$ cat src/rtl/cpu_pkg.sv
`default_nettype none
// ---------------------------------------------------------------------------
// cpu_pkg - shared next-PC select codes, fetch FSM states, NOP word | rev 1.0
// ---------------------------------------------------------------------------
package cpu_pkg;

  localparam logic [1:0]  PCSRC_SEQ    = 2'b00;
  localparam logic [1:0]  PCSRC_BR     = 2'b01;
  localparam logic [1:0]  PCSRC_JMP    = 2'b10;

  localparam logic [31:0] CPU_NOP_INST = 32'h0000_0000;

  typedef enum logic [1:0] {
    ST_IDLE  = 2'd0,
    ST_FETCH = 2'd1,
    ST_HOLD  = 2'd2
  } fetch_state_t;

endpackage
`default_nettype wire

$ cat src/rtl/if_next_pc.sv
`default_nettype none
// ---------------------------------------------------------------------------
// if_next_pc - next fetch address and redirect-capture decision | rev 1.0
// ---------------------------------------------------------------------------
module if_next_pc
  import cpu_pkg::*;
(
  input  logic [31:0] i_pc,
  input  logic        i_id_valid,
  input  logic [1:0]  i_pcsource,
  input  logic [31:0] i_bpc,
  input  logic [31:0] i_jpc,
  input  logic        i_redir_v,
  input  logic [31:0] i_redir_pc,
  input  logic        i_bubble_load,
  output logic [31:0] o_pc_plus4,
  output logic [31:0] o_next_pc,
  output logic [31:0] o_redir_tgt,
  output logic        o_capture
);

  logic w_id_redir;

  always_comb begin
    o_pc_plus4  = i_pc + 32'd4;
    o_redir_tgt = (i_pcsource == PCSRC_JMP) ? i_jpc : i_bpc;
    w_id_redir  = i_id_valid && ((i_pcsource == PCSRC_BR) || (i_pcsource == PCSRC_JMP));
    // A branch still in ID wins; otherwise a target parked by a branch that already left ID.
    if (w_id_redir) begin
      o_next_pc = o_redir_tgt;
    end else if (i_redir_v) begin
      o_next_pc = i_redir_pc;
    end else begin
      o_next_pc = o_pc_plus4;
    end
    o_capture = w_id_redir && i_bubble_load;
  end

endmodule
`default_nettype wire

$ cat src/rtl/if_fetch_unit.sv
`default_nettype none
// ---------------------------------------------------------------------------
// if_fetch_unit - req/ack instruction fetch with IF/ID register, delay slot | rev 1.0
// ---------------------------------------------------------------------------
module if_fetch_unit
  import cpu_pkg::*;
#(
  parameter logic [31:0] RESET_PC = 32'h0000_0000,
  parameter logic [31:0] NOP_INST = CPU_NOP_INST
) (
  input  logic        clk,
  input  logic        clrn,
  input  logic        stall,
  input  logic [1:0]  pcsource,
  input  logic [31:0] bpc,
  input  logic [31:0] jpc,
  output logic        imem_req,
  output logic [31:0] imem_addr,
  input  logic        imem_ack,
  input  logic [31:0] imem_rdata,
  output logic [31:0] pc4,
  output logic [31:0] inst,
  output logic        id_valid
);

  fetch_state_t r_state, w_state_nxt;

  logic [31:0] r_pc;
  logic [31:0] r_pc4;
  logic [31:0] r_inst;
  logic        r_id_valid;
  logic [31:0] r_hold_inst;
  logic        r_hold_v;
  logic [31:0] r_redir_pc;
  logic        r_redir_v;

  logic        w_load_inst;
  logic        w_load_bubble;
  logic        w_capture_hold;
  logic [31:0] w_word;
  logic [31:0] w_pc_plus4;
  logic [31:0] w_next_pc;
  logic [31:0] w_redir_tgt;
  logic        w_capture;

  if_next_pc u_next_pc (
    .i_pc          (r_pc),
    .i_id_valid    (r_id_valid),
    .i_pcsource    (pcsource),
    .i_bpc         (bpc),
    .i_jpc         (jpc),
    .i_redir_v     (r_redir_v),
    .i_redir_pc    (r_redir_pc),
    .i_bubble_load (w_load_bubble),
    .o_pc_plus4    (w_pc_plus4),
    .o_next_pc     (w_next_pc),
    .o_redir_tgt   (w_redir_tgt),
    .o_capture     (w_capture)
  );

  always_comb begin
    w_state_nxt    = r_state;
    imem_req       = 1'b0;
    w_load_inst    = 1'b0;
    w_load_bubble  = 1'b0;
    w_capture_hold = 1'b0;
    w_word         = imem_rdata;
    case (r_state)
      ST_IDLE: begin
        w_state_nxt = ST_FETCH;
      end
      ST_FETCH: begin
        imem_req = 1'b1;
        if (imem_ack) begin
          // A word arriving during a stall is parked so the transaction is never lost.
          if (stall) begin
            w_capture_hold = 1'b1;
            w_state_nxt    = ST_HOLD;
          end else begin
            w_load_inst = 1'b1;
          end
        end else if (!stall) begin
          w_load_bubble = 1'b1;
        end
      end
      ST_HOLD: begin
        w_word = r_hold_inst;
        if (!stall && r_hold_v) begin
          w_load_inst = 1'b1;
          w_state_nxt = ST_FETCH;
        end
      end
      default: begin
        w_state_nxt = ST_IDLE;
      end
    endcase
  end

  always_ff @(posedge clk) begin
    if (clrn) begin
      r_state     <= ST_IDLE;
      r_pc        <= RESET_PC;
      r_pc4       <= 32'h0000_0000;
      r_inst      <= NOP_INST;
      r_id_valid  <= 1'b0;
      r_hold_inst <= 32'h0000_0000;
      r_hold_v    <= 1'b0;
      r_redir_pc  <= 32'h0000_0000;
      r_redir_v   <= 1'b0;
    end else begin
      r_state <= w_state_nxt;
      if (w_capture_hold) begin
        r_hold_inst <= imem_rdata;
        r_hold_v    <= 1'b1;
      end
      if (w_load_inst) begin
        r_pc4      <= w_pc_plus4;
        r_inst     <= w_word;
        r_id_valid <= 1'b1;
        r_pc       <= w_next_pc;
        r_hold_v   <= 1'b0;
        r_redir_v  <= 1'b0;
      end else if (w_load_bubble) begin
        r_inst     <= NOP_INST;
        r_id_valid <= 1'b0;
        if (w_capture) begin
          r_redir_pc <= w_redir_tgt;
          r_redir_v  <= 1'b1;
        end
      end
    end
  end

  assign imem_addr = r_pc;
  assign pc4       = r_pc4;
  assign inst      = r_inst;
  assign id_valid  = r_id_valid;

endmodule
`default_nettype wire

$ cat config.mk
export PLATFORM = sky130hd
export DESIGN_NAME = if_fetch_unit
export DESIGN_NICKNAME = d
export VERILOG_FILES = /design/src/rtl/cpu_pkg.sv /design/src/rtl/if_next_pc.sv /design/src/rtl/if_fetch_unit.sv
export SDC_FILE = /design/constraint.sdc
export NUM_CORES = 1
export LEC_CHECK = 0
export ABC_CLOCK_PERIOD_IN_PS = 5950
export BUFFER_PORTS_ARGS = -buffer_cell sky130_fd_sc_hd__buf_4
export CORE_ASPECT_RATIO = 1.75
export CORE_MARGIN = 2
export CORE_UTILIZATION = 57
export DETAILED_ROUTE_END_ITERATION = 12
export PLACE_DENSITY = 0.91
export SYNTH_ARGS = -nofsm -noshare
export SYNTH_HDL_FRONTEND = slang
export SYNTH_SLANG_ARGS = --single-unit
export TNS_END_PERCENT = 5
$ cat constraint.sdc
create_clock -name clk -period 5.95 [get_ports clk]
set_clock_uncertainty 0.15 [all_clocks]
set_input_delay 0.2975 -clock clk [delete_from_list [all_inputs] [get_ports clk]]
set_output_delay 0.2975 -clock clk [all_outputs]
set_load 0.005 [all_outputs]
* After elaboration in Yosys (flattened, before gate mapping)
Cells that the tools add are included.
Cells by class: add/subtract/negate cells 1, equality and inequality tests 7, multiplexer cells 22, bitwise operators 1, reductions and logical operators 11
Operators with widths (count):
- two-way mux 32 bit | 6
- adder 32 x 3 -> 32 bit, second input constant | 1
- two-way mux 1 bit | 11
- two-way mux 2 bit | 3
- != test 2 bit, second input constant | 3
- case mux 2 bit (3 select lines) | 1
- AND reduction 3 bit | 2
- equality test 2 x 1 -> 1 bit, second input constant | 2
- equality test 2 bit, second input constant | 2
- logical AND 1 bit | 3
- zero test 2 bit | 1
- case mux 1 bit (2 select lines) | 1
- AND reduction 2 bit | 1
- nonzero test 2 bit | 1
- OR reduction 2 bit | 1
- zero test 1 bit | 1
- logical OR 1 bit | 1
- inverter 1 bit | 1
Storage, ports and cells: bits in registers 165, bits of input ports 102, output and inout bits 98, word-level logic and storage cells 51

* Logic depth before layout (Yosys ltp)
depth in word-level cells 6, gate-level depth with buffers 10, gate-level depth less buffers 7

* Modules after synthesis
Synthesis repeated with hierarchy kept, for this count alone.
Unflattened totals: cell total of the unflattened synthesis 994, area, all modules 8011.4 um2
Modules (own cells, without submodules):
- if_fetch_unit | instances 1, cells an instance 742, area each 6269.8 um2, seq. area each 3303.2 um2
- if_next_pc | instances 1, cells an instance 252, area each 1741.7 um2, seq. area each 0.0 um2

* Worst setup path after synthesis
Ideal clock, no wire load.
path kind reg-to-reg, from reg r_state[0], to reg r_pc[13] (netlist: imem_addr[13]), setup time 0.139 ns, arrival 2.117 ns, required time 5.661 ns, path slack 3.544 ns, cell stages (with the launch flop) 10, buffers on the path 4, clock period less this slack 2.406 ns, cell sequence dfxtp_1 > inv_1 > ha_1 > buf_2 > a22oi_1 > nor3b_1 > clkbuf_1 > clkbuf_1 > buf_1 > a211oi_1
On the way: word-level cells in the longest chain between the ends 2, elaborated cells on any way between the ends 3, those cells by class eq/ne: 2; mux: 1
Ends and longest elaborated chain:
- start, declared | RTL line if_fetch_unit.sv:26 | fetch_state_t r_state, w_state_nxt;
- start signal, assigned | RTL line if_fetch_unit.sv:111 | r_state <= w_state_nxt;
- equality test 2 bit or equality test 2 x 1 -> 1 bit (tied branches) | RTL line if_fetch_unit.sv:68 | case (r_state)
- case mux 1 bit (2 select lines) * | RTL line if_fetch_unit.sv:68
- end signal, assigned | RTL line if_fetch_unit.sv:120 | r_pc <= w_next_pc;
- end, declared | RTL line if_fetch_unit.sv:28 | logic [31:0] r_pc;
Mark *: on every way between the ends. The rest lies on a longest branch, timed or not. A chain may end at the register's enable or synchronous reset.

* Worst setup path after layout
from reg r_state[0], to reg r_inst[9] (netlist: inst[9])
On the way: word-level cells in the longest chain between the ends 3, elaborated cells on any way between the ends 7, those cells by class eq/ne: 2; mux: 4; reduce/logical: 1
Ends and longest elaborated chain:
- equality test 2 bit or equality test 2 x 1 -> 1 bit (tied branches) | RTL line if_fetch_unit.sv:68
- case mux 1 bit (2 select lines) (tied with other cells) | RTL line if_fetch_unit.sv:68
- two-way mux 32 bit or nonzero test 2 bit (tied branches)
- end signal, assigned | RTL line if_fetch_unit.sv:118 | r_inst <= w_word;
- end, declared | RTL line if_fetch_unit.sv:30 | logic [31:0] r_inst;
Several ways; a longest one is shown, not always the timed one.

==> results.cfg <==
[run_status]
run_status = finished, final reports clean

[clock_network]
clk_path_buf_depth = 2
cts-htree-levels = 4
clock-root-buffer = clkbuf_16
clkSinkCount = 165
cts_bufs_inserted = 17
cts_resized = 0
tritoncts = done
clkTransAtPathRegs_ps = 70
clock_network_latency_to_the_later_pin_of_the_worst_skew_pair_ps = 420

[yosys]
seq_area_frac_synth_pct = 42.7
synth_top_flop_cell = dfxtp_1
yosys_warnings = 0
number_of_storage_elements_in_the_synthesis_netlist = 165
netlist-cell-type-count = 55
async_flop_share_pct = 0
number_of_flops_mapped_to_enable_cells_by_yosys = 0
synthesis.instances = 919
postSynthNetCount = 1026
synth_area_sq_mm = 0.00773
postSynthAreaPerCell_sq_um = 8.41

[place]
portBuffers = 199
post-dp-hpwl_microns = 15100
dp_slack_ps = 2300
finalWeightedCongestion = 0.882

[die]
core_region_area_sq_mm = 0.0133
start_util_pct = 58.1
floorplan.die.height_microns = 158
boundaryPins = 200
dieWidth_microns = 92.0
core.rowCount = 56
floorplan.die_area_sq_mm = 0.0145

[finish]
fillerInstances = 954
diodes = 0
layout.cells.most_common = buf_4
synthToLayoutAreaGrowth_pct = 30.6
finalNetCount = 1200
layout_common_cells = buf_4, dfxtp_1, nor2_1
layout-drive-gt1-share_pct = 23.4

[timing]
fin_ws_ps = 2300
final_setup_viols = 0
min_period_over_period_pct = 61.3
max_freq_mhz = 274
setup_tns_after_final_layout_ps = 0
final_max_slew_viol_count = 0
final_hold_slack_ps = 131
max-slew-margin-rel_pct = 23.3
tightest_slew_ps = 1150
hold_viol = 0
setup_repair_after_global_routing_missed_its_margin = no
final.min_clock_period_ps = 3650

[drt]
detail-route-antenna-nets = 0
drt_drc_violations_left = 0
wl_per_cell_microns = 17.8
starting_drc_count_in_detailed_routing = 572
drt-pass1-iter-count = 5
route.vias.total = 7685
drt_wl_total_microns = 22800
route.detailed.vias_per_inst = 6.00

[setup_path]
cp_data_arrival_time_ps = 3790
critical_path_required_ps = 6090
critPathKind = reg2reg
reg2reg_from = r_state[0]$_SDFFE_PP0P_
r2r.worst_path.cells = 8
rrSetupSlack_ps = 2300
reg2reg_to = inst[9]$_SDFFE_PP0P_
endpoint_kind = register
critPathLaunchType = register
worstPathMaxFanout = 51
slowest_stage = ha_2
setup.worst_path.start = r_state[0]$_SDFFE_PP0P_
worstPathCellList = inv_1 -> ha_2 -> a22oi_1 -> nor3b_2 -> buf_4 -> nor2_1 -> and2_1 -> o2bb2ai_1
worst_path_max_stage_delay_ps = 930

[global_route]
grt_pass1_vias = 7416
pin_count_of_the_biggest_net_entering_global_routing = 89
track_usage_pct = 31.1
global_route.overflow_total = 0
first_pass_grt_wire_length_microns = 36000
antenna_found_initial = 0

[pwr]
power.total_mw = 2.50
power_density_mw_per_mm2 = 247
vdd_drop_max_v = 0.000207
p_leak_nw = 3.70

[worst_hold_path]
whs_path_depth = 4
worstHoldPathType = in2reg
hold-path-endpoint = r_redir_v$_SDFFE_PP0P_
hold_path.startpoint = imem_ack

[job]
max_cap_violations = 0
layer usage:
layer / wire (microns) / track usage, %
met5: 0 / 0
met1: 8070 / 33.1
met3: 1490 / 5.05
met4: 1310 / 19.2
met2: 11900 / 56.7
sequential cells by signal (all words and copies together), names as in the netlist:
name / flops
r_hold_inst: 32
imem_addr: 32
pc4: 32
r_redir_v: 1
id_valid: 1
r_state: 2
inst: 32
r_redir_pc: 32
r_hold_v: 1
worst max path at each step:
stage                                            end  slack (ps)  cells past startpoint
final                           inst[9]$_SDFFE_PP0P_        2300                      8
after global routing           inst[21]$_SDFFE_PP0P_        2020                      8
after CTS                       inst[9]$_SDFFE_PP0P_        2280                      8
after detailed placement       inst[19]$_SDFFE_PP0P_        2300                      8
after global placement         inst[10]$_SDFFE_PP0P_        2390                      8
after floorplan           imem_addr[13]$_SDFFE_PP0P_        3540                      9
critical path, delay by kind of cell, from the launching register on:
kind | cells | cell delay, ps
AND/OR/NAND/NOR | 3 | 990
adder cells (fa/ha/maj) | 1 | 930
buffers and inverters | 2 | 570
AO/OA/AOI/OAI | 2 | 530
flip-flops | 1 | 310
report_power, final:
part | internal, mW | switching [mW] | leakage [nW] | total, mW
registers | 1.13 | 0.0170 | 1.33 | 1.15
clock network | 0.615 | 0.463 | 0.272 | 1.08
logic | 0.131 | 0.140 | 2.10 | 0.270
total | 1.88 | 0.619 | 3.70 | 2.50
synthesized netlist by cell type, types with 3 or more instances:
| cell | count | share of area, % |
|---|---|---|
| and3_1 | 6 | 0.49 |
| a211oi_1 | 67 | 6.5 |
| o21ai_0 | 27 | 1.7 |
| a311oi_1 | 4 | 0.45 |
| nor3_1 | 29 | 1.9 |
| nand4_1 | 10 | 0.81 |
| o2bb2ai_1 | 21 | 2.4 |
| dfxtp_1 | 165 | 43 |
| nor2_1 | 119 | 5.8 |
| buf_2 | 8 | 0.52 |
| nor4_1 | 4 | 0.32 |
| nand3_1 | 21 | 1.4 |
| o311a_1 | 5 | 0.65 |
| o21a_1 | 4 | 0.39 |
| xor2_1 | 8 | 0.91 |
| xnor2_1 | 17 | 1.9 |
| nand2b_1 | 3 | 0.24 |
| a31oi_1 | 17 | 1.4 |
| o22ai_1 | 7 | 0.57 |
| a21oi_1 | 73 | 4.7 |
| buf_1 | 6 | 0.29 |
| clkbuf_1 | 68 | 3.3 |
| nand2_1 | 98 | 4.8 |
| ha_1 | 5 | 0.81 |
| mux2i_1 | 71 | 9.2 |
| inv_1 | 11 | 0.53 |
| or4_1 | 3 | 0.29 |
| o31ai_1 | 3 | 0.29 |
timing repair:
| action | in CTS | in global routing |
|---|---|---|
| hold buffers | 32 | 0 |
| setup buffers | 0 | 0 |
| endpoints found under the hold margin | 35 | 0 |
stage by stage:
step	std cells	util, %	area [sq um]
global route	1280	75.8	10100
finish	1280	75.8	10100
detailed placement	1216	69.0	9190
CTS	1280	75.8	10100
floorplan	919	-	7730
global placement	1216	69.0	9190
layout make-up:
type	count	area, sq um	area share [%]
Clock buffer	20	467	4.62
Clock inverter	12	116	1.15
Inverter	11	41.3	0.409
Multi-Input combinational cell	658	4070	40.3
Sequential cell	165	3300	32.7
Tap cell	174	218	2.16
Timing Repair Buffer	240	1880	18.6
cells by family (layout without fill, tap and decap cells):
family | Yosys count | after routing | synth area share (%)
AOI/OAI and AO/OA | 243 | 243 | 20.9
and+or+nand+nor | 314 | 314 | 18.6
muxes | 71 | 71 | 9.19
DFF | 165 | 165 | 42.7
adders and majority gates | 5 | 5 | 0.809
buffers and inverters | 96 | 283 | 4.99
xor gates and xnor gates | 25 | 25 | 2.83
Power figures use the tool's default switching activity.
